File: src/rtl/noc_pkg.sv
// Shared router constants and the switch-allocation state type.
package noc_pkg;

    localparam int unsigned N_PORTS      = 8;
    localparam int unsigned CREDIT_DEPTH = 4;

    typedef enum logic [0:0] {
        ST_IDLE   = 1'b0,
        ST_LOCKED = 1'b1
    } state_t;

endpackage

File: src/rtl/sa_out_port_ctrl_if.sv
// Request/grant/credit bundle between the input units and one output-port allocator.
interface sa_out_port_ctrl_if #(
    parameter  int unsigned N_IN    = 8,
    parameter  int unsigned CREDITS = 4,
    localparam int unsigned CW      = $clog2(CREDITS + 1)
);

    logic [N_IN-1:0] req;
    logic [N_IN-1:0] head;
    logic [N_IN-1:0] tail;
    logic            credit_in;
    logic [N_IN-1:0] grant;
    logic            out_valid;
    logic            busy;
    logic [CW-1:0]   credits;
    logic            cr_err;

    modport master (
        output req, head, tail, credit_in,
        input  grant, out_valid, busy, credits, cr_err
    );

    modport slave (
        input  req, head, tail, credit_in,
        output grant, out_valid, busy, credits, cr_err
    );

endinterface

File: src/rtl/rr_pick.sv
// Round-robin picker: first set bit of cand at or above the one-hot pointer p, with wrap.
module rr_pick #(
    parameter int unsigned N_IN = 8
) (
    input  logic [N_IN-1:0] cand,
    input  logic [N_IN-1:0] p,
    output logic [N_IN-1:0] pick
);

    logic [2*N_IN-1:0] dbl;
    logic [2*N_IN-1:0] masked;

    // Borrow from p ripples up to the first candidate; the upper copy covers the wrap.
    assign dbl    = {cand, cand};
    assign masked = dbl & ~(dbl - {{N_IN{1'b0}}, p});
    assign pick   = masked[N_IN-1:0] | masked[2*N_IN-1:N_IN];

endmodule

File: src/rtl/sa_out_port_ctrl.sv
// Output-port switch allocator: round-robin head arbitration, per-packet lock, credit gating.
module sa_out_port_ctrl
    import noc_pkg::*;
#(
    parameter int unsigned N_IN    = N_PORTS,
    parameter int unsigned CREDITS = CREDIT_DEPTH
) (
    input logic               clk,
    input logic               rstn,
    sa_out_port_ctrl_if.slave bus
);

    localparam int unsigned    CW         = $clog2(CREDITS + 1);
    localparam logic [CW-1:0]  CREDIT_MAX = CW'(CREDITS);

    state_t          state;
    logic [N_IN-1:0] owner;
    logic [N_IN-1:0] ptr;
    logic [CW-1:0]   cnt;
    logic            cr_err_q;

    logic [N_IN-1:0] pick;
    logic [N_IN-1:0] win;
    logic            granted;
    logic            win_tail;

    rr_pick #(.N_IN(N_IN)) u_pick (
        .cand (bus.req & bus.head),
        .p    (ptr),
        .pick (pick)
    );

    always_comb begin
        win = '0;
        if (cnt != '0) begin
            win = (state == ST_IDLE) ? pick : (owner & bus.req);
        end
    end

    assign granted  = |win;
    assign win_tail = |(win & bus.tail);

    assign bus.grant     = rstn ? win : '0;
    assign bus.out_valid = rstn & granted;
    assign bus.busy      = rstn & (state == ST_LOCKED);
    assign bus.credits   = cnt;
    assign bus.cr_err    = cr_err_q;

    always_ff @(posedge clk or negedge rstn) begin
        if (!rstn) begin
            state    <= ST_IDLE;
            owner    <= '0;
            ptr      <= N_IN'(1);
            cnt      <= CREDIT_MAX;
            cr_err_q <= 1'b0;
        end else begin
            if (granted) begin
                if (state == ST_IDLE) begin
                    ptr <= {win[N_IN-2:0], win[N_IN-1]};
                    if (!win_tail) begin
                        state <= ST_LOCKED;
                        owner <= win;
                    end
                end else if (win_tail) begin
                    state <= ST_IDLE;
                    owner <= '0;
                end
            end

            // A returned credit with no grant at full depth is a protocol error; count saturates.
            if (granted && !bus.credit_in) begin
                cnt <= cnt - CW'(1);
            end else if (!granted && bus.credit_in) begin
                if (cnt == CREDIT_MAX) begin
                    cr_err_q <= 1'b1;
                end else begin
                    cnt <= cnt + CW'(1);
                end
            end
        end
    end

endmodule

File: src/flat_wrapper.sv
// flat-port wrapper written by rule: the top's interface ports become plain ports
module sa_out_port_ctrl_flat import noc_pkg::*;
#(
    parameter int unsigned N_IN    = N_PORTS,
    parameter int unsigned CREDITS = CREDIT_DEPTH
)
  (clk, rstn, bus_req, bus_head, bus_tail, bus_credit_in, bus_grant, bus_out_valid, bus_busy, bus_credits, bus_cr_err);
  sa_out_port_ctrl_if #(.N_IN(N_IN), .CREDITS(CREDITS)) bus_i ();
  input logic clk;
  input logic rstn;
  input wire logic [$bits(bus_i.req)-1:0] bus_req;
  input wire logic [$bits(bus_i.head)-1:0] bus_head;
  input wire logic [$bits(bus_i.tail)-1:0] bus_tail;
  input wire logic [$bits(bus_i.credit_in)-1:0] bus_credit_in;
  output wire logic [$bits(bus_i.grant)-1:0] bus_grant;
  output wire logic [$bits(bus_i.out_valid)-1:0] bus_out_valid;
  output wire logic [$bits(bus_i.busy)-1:0] bus_busy;
  output wire logic [$bits(bus_i.credits)-1:0] bus_credits;
  output wire logic [$bits(bus_i.cr_err)-1:0] bus_cr_err;
  assign bus_i.req = bus_req;
  assign bus_i.head = bus_head;
  assign bus_i.tail = bus_tail;
  assign bus_i.credit_in = bus_credit_in;
  assign bus_grant = bus_i.grant;
  assign bus_out_valid = bus_i.out_valid;
  assign bus_busy = bus_i.busy;
  assign bus_credits = bus_i.credits;
  assign bus_cr_err = bus_i.cr_err;
  sa_out_port_ctrl #(.N_IN(N_IN), .CREDITS(CREDITS)) u_core (.clk(clk), .rstn(rstn), .bus(bus_i));
endmodule
File: config.mk
export PLATFORM = sky130hd
export DESIGN_NAME = sa_out_port_ctrl_flat
export DESIGN_NICKNAME = d
export VERILOG_FILES = /design/src/rtl/noc_pkg.sv /design/src/rtl/sa_out_port_ctrl_if.sv /design/src/rtl/rr_pick.sv /design/src/rtl/sa_out_port_ctrl.sv /design/src/flat_wrapper.sv
export SDC_FILE = /design/constraint.sdc
export NUM_CORES = 1
export LEC_CHECK = 0
export CAP_MARGIN = 20
export CORE_ASPECT_RATIO = 1.25
export CORE_MARGIN = 2
export CORE_UTILIZATION = 54
export DETAILED_ROUTE_END_ITERATION = 6
export PLACE_DENSITY_LB_ADDON = 0.12
export SLEW_MARGIN = 25
export SYNTH_ARGS = -nofsm -noshare
export SYNTH_HDL_FRONTEND = slang
export SYNTH_SLANG_ARGS = --single-unit
File: constraint.sdc
create_clock -name clk -period 5.85 [get_ports clk]
set_clock_uncertainty 0.2 [all_clocks]
set_input_delay 1.4625 -clock clk [delete_from_list [all_inputs] [get_ports clk]]
set_output_delay 1.4625 -clock clk [all_outputs]
set_load 0.01 [all_outputs]
==> flow_metrics.py <==
metrics = {
    "status": {
        "status": "complete, no violations",
    },
    "route": {
        "ant_nets": 0,
        "firstDrtPassIters": 5,
        "finalWirelength_um": 8690,
        "drc_errors": 0,
        "routedWlPerCell_um": 19.0,
        "drt-initial-drc-count": 297,
        "avgViaCountPerCell": 6.53,
        "via_count": 2985,
    },
    "synthesis": {
        "yosysWarnings": 0,
        "synth_fa_ha_area_share_pct": 6.71,
        "netlist_top_cells_area": "dfrtp_1, nand2_1, nor2_1, a21o_1, a21oi_1",
        "synth_nets": 321,
        "synth-compound-area-share_pct": 33.4,
        "netlist_area_mm2": 0.00231,
        "synth_seq_cells": 21,
        "synth_cell_types": 71,
        "synth_top_area_share_pct": 20.6,
        "synth_mux_area_share_pct": 1.41,
        "synth_edf_count": 0,
        "yosys.area.top_type": "dfrtp_1",
        "ys_seq_area_share_pct": 22.8,
        "avgSynthCellArea_um2": 8.00,
        "synthArstFlopShare_pct": 100,
        "synth-xor-area-share_pct": 1.14,
        "synthCells": 289,
        "synthSimpleGateAreaFrac_pct": 29.8,
        "synth_top_family_by_area": "compound AO/OA/AOI/OAI gates",
        "synth_ff_type": "dfrtp_1",
    },
    "clock_network": {
        "clkSlewWorstSetupHoldPaths_ns": 0.07,
        "cts_buffers": 3,
        "htree_levels": 1,
        "cts_tree": "built",
        "cts.path.max_buffers": 2,
        "insertion_delay_ns": 0.27,
        "cts_root_buffer": "clkbuf_8",
        "ctsHoldBuffers": 0,
        "clock-sinks": 21,
    },
    "floorplan": {
        "core_mm2": 0.00410,
        "row_count": 26,
        "ios": 41,
        "initial_core_util_pct": 56.4,
        "die_y_um": 77.2,
        "die_x_um": 62.5,
        "dieArea_mm2": 0.00482,
    },
    "critical_path": {
        "endpoint_kind": "primary output",
        "crit_type": "in -> out",
        "path_max_fanout": 5,
        "critPathArrivalTime_ns": 4.19,
        "path_buf_inv": 4,
        "cp.required_ns": 4.19,
        "cpPeakStageDelay_ns": 0.43,
        "cp_slowest_cell": "clkdlybuf4s50_1",
        "critPathLaunchType": "primary input",
        "crit_family": "simple AND/OR/NAND/NOR gates",
        "cp-startpoint": "bus_req[3]",
        "path_common_cell": "nand4_1",
        "r2r_start": "u_core.ptr[0]$_DFFE_PN1P_",
        "path_cells": "clkdlybuf4s50_1, buf_4, and3b_2, and4bb_2, buf_6, nand4_1, o21a_1, o211ai_1, nand4_1, nor2_4, a31oi_1, buf_2",
    },
    "power_and_ir_drop": {
        "internal_power_w": 0.000943,
        "pwr-share-clk_pct": 5.3,
        "p_leak_nw": 1.65,
        "pwr-share-seq_pct": 18.0,
        "combPwrFrac_pct": 76.8,
        "powerDensity_mw_per_mm2": 525,
        "switching_share_pct": 48.4,
        "p_switching_w": 0.000885,
        "peakVddDrop_uv": 554,
    },
    "finish": {
        "fin_util_pct": 85.0,
        "num_antenna_cells": 0,
        "area_growth_pct": 50.6,
        "drive_gt1_share_pct": 30.4,
        "nNetsFinal": 434,
        "design_area_mm2": 0.00348,
        "final.fill_count": 262,
        "final_common_cell": "buf_4",
        "final_cell_mix": "buf_4, nand2_1, clkdlybuf4s50_1, nor2_1, dfrtp_1",
    },
    "placed_design": {
        "placed_area_mm2": 0.00328,
        "io_buffers": 40,
        "hpwlAfterDp_um": 6610,
        "place_congestion": 0.975,
    },
    "grt": {
        "overflow": 0,
        "grt_pass1_vias": 2997,
        "antenna_found_initial": 0,
        "grt_pass1_wl_um": 13800,
        "grt_max_degree": 22,
        "grt_use_total_pct": 36.0,
    },
    "sta": {
        "worstMarginPinSlew_ns": 0.603,
        "relSlewSlack_pct": 59.8,
        "rsz0062_at_grt": "true",
        "fmax_mhz": 171,
        "period_share_pct": 100,
        "fin_crit_ns": 5.85,
        "finalSetupViolations": 0,
        "final_max_slew_viol_count": 0,
        "hold_violations": 0,
    },
    "job": {
        "max-cap-violations": 0,
    },
    "worst_hold_path": {
        "hold_start": "u_core.bus.cr_err$_DFFE_PN0P_",
        "hold_class": "reg -> reg",
    },
}
power groups by stage:
| stage | clock (W) | combinational (W) | sequential [W] |
|---|---|---|---|
| floorplan | 0 | 0.000812 | 0.000265 |
| global placement | 0 | 0.00123 | 0.000318 |
| detailed placement | 0 | 0.00125 | 0.000323 |
| CTS | 0.0000965 | 0.00128 | 0.000320 |
| global route | 0.000104 | 0.00151 | 0.000337 |
| finish | 0.0000960 | 0.00140 | 0.000328 |
sequential cells by signal (all words and copies together) (netlist names):
name and count:
u_core.bus.credits 3, u_core.state 1, u_core.owner 8, u_core.ptr 8, u_core.bus.cr_err 1
path summary, 6_finish.rpt:
| path | to | slack [ns] | cells after the start |
|---|---|---|---|
| max in group asynchronous | u_core.ptr[0]$_DFFE_PN1P_ | 3.56 | 2 |
| setup reg to reg | u_core.bus.credits[2]$_DFFE_PN1P_ | 1.53 | 21 |
| min in group asynchronous | u_core.owner[0]$_DFFE_PN0P_ | 1.28 | 1 |
| setup / recovery | bus_out_valid | 0.002 | 12 |
| hold reg to reg | u_core.bus.cr_err$_DFFE_PN0P_ | 0.27 | 1 |
| hold / removal | u_core.bus.cr_err$_DFFE_PN0P_ | 0.27 | 1 |
area by class of cell:
class | count | area (um2) | area share [%]
clock buffer | 4 | 45.0 | 1.29
inverter | 17 | 63.8 | 1.83
multi-input combinational | 242 | 1790 | 51.5
sequential | 21 | 528 | 15.2
timing repair buffer | 117 | 982 | 28.2
tap | 56 | 70.1 | 2.01
per-layer routing:
| metal | global-route usage, % | part of all wire (%) | vias to the layer above |
|---|---|---|---|
| met5 | 0 | 0 | - |
| met4 | 21.8 | 5.8 | 0 |
| met3 | 3.67 | 7.9 | 47 |
| met2 | 63.9 | 49 | 196 |
| met1 | 41.1 | 37 | 1405 |
| li1 | - | - | 1337 |
what timing repair did:
action / CTS / global route
endpoints found under the setup margin: 8 / 6
pin swaps: 3 / 16
endpoints found under the hold margin: 0 / 0
resized for setup: 18 / 24
buffers inserted: 1 / 4
metrics by stage:
stage / setup WS, ns / instances / hold slack, ns / TNS, ns / power (W)
finish: 0.00174 / 457 / 0.268 / 0 / 0.00183
global route: -0.161 / 457 / 0.281 / -0.161 / 0.00195
CTS: -0.0610 / 453 / 0.271 / -0.0610 / 0.00170
detailed placement: -0.451 / 448 / 0.252 / -1.35 / 0.00158
global placement: -0.378 / 448 / 0.246 / -0.948 / 0.00154
floorplan: 0.496 / 289 / 0.274 / 0 / 0.00108
synthesized netlist by cell type, types with 3 or more instances:
master	n
nor2b_1	3
clkbuf_1	5
nand3b_1	5
nor2_1	25
inv_1	17
or3_1	7
a21oi_1	16
nand2b_1	5
buf_2	3
dfrtp_1	19
nand2_1	30
a21o_1	12
ha_1	4
and3b_1	3
a22o_1	5
a211oi_1	4
and2_1	7
a211oi_2	4
o21a_1	3
nor3_1	6
a21boi_1	5
nand4_1	6
o21ai_0	8
a31oi_1	5
and3_1	5
maj3_2	4
maj3_1	4
o211ai_1	7
nand3_1	10
cells by family after synthesis:
logic type,count (synthesis)
simple gates,124
buf+inv,26
mux,3
fa+ha+maj,13
flops,21
compound gates,99
xor+xnor,3
(Power assumes the default switching activity.)
